**src/rtl/mult_seq_mac.sv**
```systemverilog
// Sequential shift-and-add multiplier (one multiplier bit per clock) with optional
// signed/unsigned mode and a wrapping multiply-accumulate register.
module mult_seq_mac #(
   parameter int unsigned WIDTH = 16,
   parameter int unsigned ACC_W = 2 * WIDTH + 8
) (
   input  logic                 clk,
   input  logic                 rst,
   input  logic                 in_valid,
   output logic                 in_ready,
   input  logic [WIDTH-1:0]     a,
   input  logic [WIDTH-1:0]     b,
   input  logic                 is_signed,
   input  logic                 acc_en,
   input  logic                 acc_clr,
   output logic                 out_valid,
   input  logic                 out_ready,
   output logic [2*WIDTH-1:0]   product,
   output logic [ACC_W-1:0]     acc,
   output logic                 busy
);

   localparam int unsigned PW   = 2 * WIDTH;
   localparam int unsigned CntW = $clog2(WIDTH);

   typedef enum logic [1:0] {StIdle, StBusy, StFinish, StDone} state_e;

   state_e            state_q;
   logic [WIDTH-1:0]  mcand_q;
   logic [PW-1:0]     psum_q;
   logic [CntW-1:0]   cnt_q;
   logic              neg_q;
   logic              sgn_q;
   logic              en_q;
   logic              clr_q;

   logic [WIDTH-1:0]  a_mag;
   logic [WIDTH-1:0]  b_mag;
   logic [WIDTH-1:0]  addend;
   logic [WIDTH:0]    step_sum;
   logic [PW-1:0]     prod_res;
   logic [ACC_W-1:0]  acc_x;

   always_comb begin
      // The most negative value negates to itself, which is the correct unsigned magnitude.
      a_mag    = (is_signed && a[WIDTH-1]) ? (~a + WIDTH'(1)) : a;
      b_mag    = (is_signed && b[WIDTH-1]) ? (~b + WIDTH'(1)) : b;
      // Upper half holds the partial sum, lower half the remaining multiplier bits.
      addend   = psum_q[0] ? mcand_q : '0;
      step_sum = {1'b0, psum_q[PW-1:WIDTH]} + {1'b0, addend};
      prod_res = neg_q ? (~psum_q + PW'(1)) : psum_q;
      acc_x    = sgn_q ? ACC_W'($signed(prod_res)) : ACC_W'(prod_res);
   end

   assign in_ready = (state_q == StIdle);
   assign busy     = (state_q != StIdle);

   always_ff @(posedge clk or posedge rst) begin
      if (rst) begin
         state_q   <= StIdle;
         mcand_q   <= '0;
         psum_q    <= '0;
         cnt_q     <= '0;
         neg_q     <= 1'b0;
         sgn_q     <= 1'b0;
         en_q      <= 1'b0;
         clr_q     <= 1'b0;
         out_valid <= 1'b0;
         product   <= '0;
         acc       <= '0;
      end else begin
         unique case (state_q)
            StIdle: begin
               if (in_valid) begin
                  mcand_q <= a_mag;
                  psum_q  <= {{WIDTH{1'b0}}, b_mag};
                  cnt_q   <= '0;
                  neg_q   <= is_signed & (a[WIDTH-1] ^ b[WIDTH-1]);
                  sgn_q   <= is_signed;
                  en_q    <= acc_en;
                  clr_q   <= acc_clr;
                  state_q <= StBusy;
               end
            end
            StBusy: begin
               psum_q <= {step_sum, psum_q[WIDTH-1:1]};
               cnt_q  <= cnt_q + CntW'(1);
               if (cnt_q == CntW'(WIDTH - 1)) begin
                  state_q <= StFinish;
               end
            end
            StFinish: begin
               product <= prod_res;
               unique case ({en_q, clr_q})
                  2'b11:   acc <= acc_x;
                  2'b10:   acc <= acc + acc_x;
                  2'b01:   acc <= '0;
                  default: acc <= acc;
               endcase
               out_valid <= 1'b1;
               state_q   <= StDone;
            end
            StDone: begin
               if (out_ready) begin
                  out_valid <= 1'b0;
                  state_q   <= StIdle;
               end
            end
            default: state_q <= StIdle;
         endcase
      end
   end

endmodule

```
**config.mk**
```make
export PLATFORM = sky130hd
export DESIGN_NAME = mult_seq_mac
export DESIGN_NICKNAME = d
export VERILOG_FILES = /design/src/rtl/mult_seq_mac.sv
export SDC_FILE = /design/constraint.sdc
export NUM_CORES = 1
export LEC_CHECK = 0
export ABC_AREA = 1
export CORE_ASPECT_RATIO = 0.8
export CORE_MARGIN = 2
export CORE_UTILIZATION = 40
export DETAILED_ROUTE_END_ITERATION = 16
export PLACE_DENSITY = 0.57
export REMOVE_ABC_BUFFERS = 1
export SYNTH_ARGS = -nofsm -noshare
export SYNTH_HDL_FRONTEND = slang
export SYNTH_SLANG_ARGS = --single-unit
export TNS_END_PERCENT = 10
```
**constraint.sdc**
```tcl
create_clock -name clk -period 11.55 [get_ports clk]
set_input_delay 1.7325 -clock clk [delete_from_list [all_inputs] [get_ports clk]]
set_output_delay 1.7325 -clock clk [all_outputs]
set_load 0.005 [all_outputs]
```
==> results.toml, run 1 <==
[die]
fp.dieH_um = 144
pin_count = 114
die-area_um2 = 25900
fp-row-count = 51
start_util_pct = 40.6
core-area_um2 = 24200
die_w_um = 179

[timing]
fmax_mhz = 232
slew_headroom_pct = 32.0
rsz0062_at_grt = "no"
setup_tns_ns = 0
layout_min_cycle_time_ns = 4.30
fin_crit_sh_pct = 37.3
skew_ns = 0.0154
finalHoldViolCount = 0
worst_pin_slew_ns = 1.02
finalSetupViolCount = 0
slew_viol_final = 0

[critical_path]
crit_path_top_delay_cell = "dfrtp_1"
worstSetupPathType = "flip-flop to flip-flop"
reg2reg_slack_ns = 7.25
path_buf_inv = 3
path_delay_family = "simple AND/OR/NAND/NOR gates"
max_stage_delay_ns = 0.67
cp_max_fo = 19
crit_path_frequent_cell = "nand2_1"
critPathArrivalTime_ns = 4.65
cp_cell_sequence = "inv_6 > ha_1 > inv_1 > nor3_1 > nand2_1 > nor3_1 > nand2_1 > nand2_1 > xor2_1 > ha_1 > a21oi_1 > inv_1 > a31oi_1 > o21ai_0 > nand2_1 > nand2_1 > nand2_1 > nand2_1 > a21boi_0 > or2_2 > nand3_1 > a21oi_1"
cp-start-kind = "flip-flop"
cp_data_required_time_ns = 11.90
cp-end-kind = "flip-flop"

[global_route]
grt_start_max_net_pins = 100
grtUsageTotal_pct = 23.0
grt_overflow = 0
use_met2_pct = 34.1
grt_pass1_vias = 8701
grtUsageMet1_pct = 34.6
grt_pass1_wl_um = 46300
antenna_found_initial = 0
grt-busiest-layer = "met1"
met3_usage_pct = 3.86

[placed_design]
hpwl_um = 21800
dpl_cell_area_um2 = 11300
io_buffers = 113
gp_congestion = 0.865
dp_cells = 1808

[layout]
fin_area_um2 = 11900
instances_no_fill = 1840
drive_above_1_share_pct = 5.78
fin_nets = 1615
synthToLayoutAreaGrowth_pct = 20.6
n_antenna_cell = 0
mostFrequentLayoutCells = "nand2_1 (358), nor2_1 (139), a21oi_1 (135)"
final_common_cell = "nand2_1"

[route]
finalWirelength_um = 28900
num_vias = 9485
wl_per_cell_um = 15.7
route.detailed.drc = 0
firstDrtPassIters = 5
viasPerCell = 5.15
drtIter0Drc = 741
postRouteAntennaNets = 0

[hold_path]
min_path_type = "flip-flop to flip-flop"

[yosys]
yosys_warnings = 0
synth_cells = 1410
synth_ff_type = "dfrtp_1"
syn_area_per_cell_um2 = 6.98
synthArstFlopShare_pct = 100
synth_seq_area_share_pct = 33.3
ys_seq_elements = 131
synth_edf_count = 0
syn_area_um2 = 9840
yosysUniqueCellTypes = 47

[cts]
cts_tree = "built"
htree_levels = 4
clk_path_buf_depth = 2
numClockSinks = 131
cts.clk_slew.worst_paths_ns = 0.07
cts_setup_buffers = 0
clock_latency_ns = 0.44
cts_buffers = 17
cts_resized = 0
root_buffer = "clkbuf_16"
holdBufCountCts = 0

[pwr]
irDropWorstVdd_v = 0.000166
p_per_area_nw_per_um2 = 362
p_leak_nw = 5.76

[job]
drv_cap = 0

[outcome]
status = "complete, no violations"
stage by stage:
stage | setup WS, ns | power (mW) | utilization (%) | hold WS (ns)
2_1_floorplan | 6.32 | 2.73 | - | 0.453
3_3_place_gp | 7.32 | 3.69 | 46.4 | 0.465
3_5_place_dp | 7.28 | 3.70 | 46.4 | 0.465
4_1_cts | 7.27 | 4.29 | 49.0 | 0.481
5_1_grt | 6.60 | 4.72 | 49.0 | 0.500
6_report | 7.25 | 4.30 | 49.0 | 0.479
worst register-to-register path, delay by kind of cell, from the launching register on:
kind | cells | cell delay (ns)
flip-flops | 1 | 0.67
AND/OR/NAND/NOR | 11 | 1.50
XOR/XNOR | 1 | 0.33
AO/OA/AOI/OAI | 5 | 0.94
buffers and inverters | 3 | 0.31
adder cells (fa/ha/maj) | 2 | 0.50
report_power, final:
group	switching (mW)	internal (mW)
clock network	0.235	0.344
logic	1.79	1.04
registers	0.222	0.674
total	2.24	2.06
state kept, by name, summed over array words and instances, names as in the netlist:
| signal | cells |
|---|---|
| product | 32 |
| cnt_q | 4 |
| sgn_q | 1 |
| en_q | 1 |
| psum_q | 32 |
| clr_q | 1 |
| state_q | 2 |
| acc | 40 |
| neg_q | 1 |
| out_valid | 1 |
| mcand_q | 16 |
Yosys cell counts (all sizes together) (9+ instances only):
cell type    n  area, µm²
nand2      376       1470
nor2       148        576
a21oi      135        676
inv        135        512
dfrtp      131       3280
o21ai      125        626
nand3       70        370
ha          65        813
xor2        41        359
clkbuf      29        109
nor3        23        120
a31oi       20        125
o211ai      15        113
buf         13       85.1
or2         13       81.3
nand4       12       75.1
a21o         9       67.6
worst paths after layout:
| check | startpoint | to | cells past startpoint |
|---|---|---|---|
| min reg2reg | product[17] | product[17] | 2 |
| max reg2reg | psum_q[0] | acc[23] | 22 |
| max | psum_q[0] | acc[23] | 22 |
| max in group asynchronous | rst | acc[26] | 3 |
| min in group asynchronous | rst | state_q[0] | 2 |
| min | product[17] | product[17] | 2 |
logic make-up (layout without fill, tap and decap cells):
logic type,count (synthesis),after routing,share of synthesized area (%)
simple gates,648,648,27.8
compound gates,335,335,18.7
xor+xnor,47,47,4.18
buf+inv,182,294,7.36
flops,131,131,33.3
fa+ha+maj,67,67,8.67
layer usage:
layer / share of wire, % / wire, µm / up-vias
met5: 0 / 0 / -
met4: 1.2 / 349 / 0
met3: 5.0 / 1450 / 22
met2: 42 / 12000 / 257
met1: 52 / 15100 / 4310
li1: - / - / 4896
area by class of cell:
cell class | count | area (µm²)
Clock buffer | 19 | 433
Tap cell | 318 | 398
Sequential cell | 131 | 3280
Inverter | 140 | 536
Multi-Input combinational cell | 1097 | 5850
Timing Repair Buffer | 122 | 1200
Clock inverter | 13 | 176
Fill cell | 2479 | 12400
Power figures use the tool's default switching activity.
==> run 2, diff against run 1 <==
Settings changed: PLACE_DENSITY 0.57 to 0.6.
Clock period 11.55 ns to 3.7 ns, I/O delays scaled along.
==> results.toml, run 2 (synthesis gave the netlist of run 1 again) <==
[outcome]
status = "complete, no violations"

[critical_path]
r2r_end = "acc[39]"
cp_max_fo = 5
path_buf_inv = 5
r2r_cells = 23
worstReg2RegStart = "psum_q[1]"
max_stage_delay_ns = 0.40
crit_path_top_delay_cell = "dfrtp_1"
cp-start-kind = "flip-flop"
cp_cell_sequence = "inv_2 > ha_2 > inv_2 > nor3_4 > nand2_2 > inv_2 > nand2_2 > nor3_4 > buf_4 > nor2_1 > xor2_1 > ha_2 > a21oi_2 > inv_2 > a31oi_2 > o21ai_1 > a21oi_1 > nand2_2 > nand3_1 > nand3_1 > nand2_1 > nand3_1 > a21oi_2"
path_delay_family = "simple AND/OR/NAND/NOR gates"
worstSetupPathType = "flip-flop to flip-flop"
cp-end-kind = "flip-flop"
reg2reg_slack_ns = 0.21
setup.worst_path.start = "psum_q[1]"
critPathArrivalTime_ns = 3.85
cp_data_required_time_ns = 4.06
crit_path_frequent_cell = "inv_2"

[timing]
worst_slack_ns = 0.210
fin_crit_sh_pct = 94.3
fmax_mhz = 287
finalSetupViolCount = 0
slew_viol_final = 0
layout_min_cycle_time_ns = 3.49
rsz0062_at_grt = "yes"
worst_pin_slew_ns = 0.955
slew_headroom_pct = 36.3
finalHoldViolCount = 0
skew_ns = 0.0129

[cts]
holdBufCountCts = 0
cts.clk_slew.worst_paths_ns = 0.07
htree_levels = 4
numClockSinks = 131
root_buffer = "clkbuf_16"
clk_path_buf_depth = 2
cts_buffers = 17
clock_latency_ns = 0.43
cts_tree = "built"

[hold_path]
min_path_type = "flip-flop to flip-flop"
hold-path-cell-count = 2
min-delay-start = "product[19]"
min_to = "product[19]"

[global_route]
grtUsageMet1_pct = 35.4
grt-busiest-layer = "met2"
use_met2_pct = 35.5
grt_pass1_wl_um = 47300
grt_pass1_vias = 8941
met3_usage_pct = 3.73
grtUsageTotal_pct = 23.5
antenna_found_initial = 0
grt_overflow = 0
grt_start_max_net_pins = 58

[route]
postRouteAntennaNets = 0
finalWirelength_um = 29800
drtIter0Drc = 1010
route.detailed.drc = 0
firstDrtPassIters = 5
viasPerCell = 5.17
num_vias = 9796
wl_per_cell_um = 15.7

[placed_design]
hpwl_um = 22900
io_buffers = 113
dp_slack_ns = 0.0127
gp_congestion = 0.909

[layout]
fillers = 2405
mostFrequentLayoutCells = "nand2_1 (343), nor2_1 (135), dfrtp_1 (130)"
fin_nets = 1670
largest_register = "acc"
reg.largest.list = "acc x40, product x32, psum_q x32"
largest_reg_flops = 40
synthToLayoutAreaGrowth_pct = 27.7
drive_above_1_share_pct = 13.4
n_antenna_cell = 0
final_common_cell = "nand2_1"

[die]
start_util_pct = 40.6
die-area_um2 = 25900
fp.dieH_um = 144
fp-row-count = 51
pin_count = 114
die_w_um = 179
core-area_um2 = 24200

[job]
drv_cap = 0
## run 2: cell count changes in the layout (fill, tap and decap cells not counted), sizes merged
cell / change
clkinv: +4
buf: +55
inv: -3
clkbuf: -1
bufinv: -1
## run 2: repair_timing
item                                    CTS  global route
setup buffers                             0             8
endpoints found under the setup margin    1            22
pin swaps                                 0            25
resized for setup                         1            88
## run 2: layout make-up
class                           count  area, µm²  share of cell area (%)
Multi-Input combinational cell   1097       6180                    49.2
Sequential cell                   131       3280                    26.1
Timing Repair Buffer              177       1610                    12.8
Inverter                          140        536                    4.26
Clock buffer                       18        429                    3.41
Tap cell                          318        398                    3.16
Clock inverter                     13        138                    1.09
## run 2: metal layers
layer  vias up  part of all wire [%]
met5         -                     0
met2       281                    43
met1      4478                    50
met4         0                   1.1
met3        23                   6.0
li1       5014                     -
## run 2: tightest hold or removal path, delay by kind of cell (launching register included)
family	cells	cell delay (ns)
flip-flops	1	0.34
AND/OR/NAND/NOR	2	0.11
## run 2: metrics by stage
stage | cell area (µm²) | hold slack (ns) | instances | util [%] | TNS, ns
floorplan | 9650 | 0.453 | 1368 | - | -85.73
global placement | 11600 | 0.462 | 1855 | 47.9 | 0
detailed placement | 11600 | 0.465 | 1855 | 47.9 | 0
CTS | 12200 | 0.481 | 1886 | 50.3 | 0
global route | 12600 | 0.508 | 1894 | 51.9 | -0.298
finish | 12600 | 0.477 | 1894 | 51.9 | 0
## run 2: worst max path at each step
stage	cells after the start	endpoint
5_1_grt	22	acc[30]
4_1_cts	21	acc[38]
3_3_place_gp	23	acc[36]
2_1_floorplan	7	acc[30]
6_report	23	acc[39]
3_5_place_dp	21	acc[38]
Power of run 2 is not shown: default switching activity piles up to over one toggle a cycle in this logic, so the estimate is an artifact.
==> run 3, diff against run 2 <==
Settings changed: GPL_TIMING_DRIVEN set to 1.
==> results of run 3 <==
No change in the layout: final DEF, timing and power equal those of run 2.
Power of run 3 is left out for the same reason.
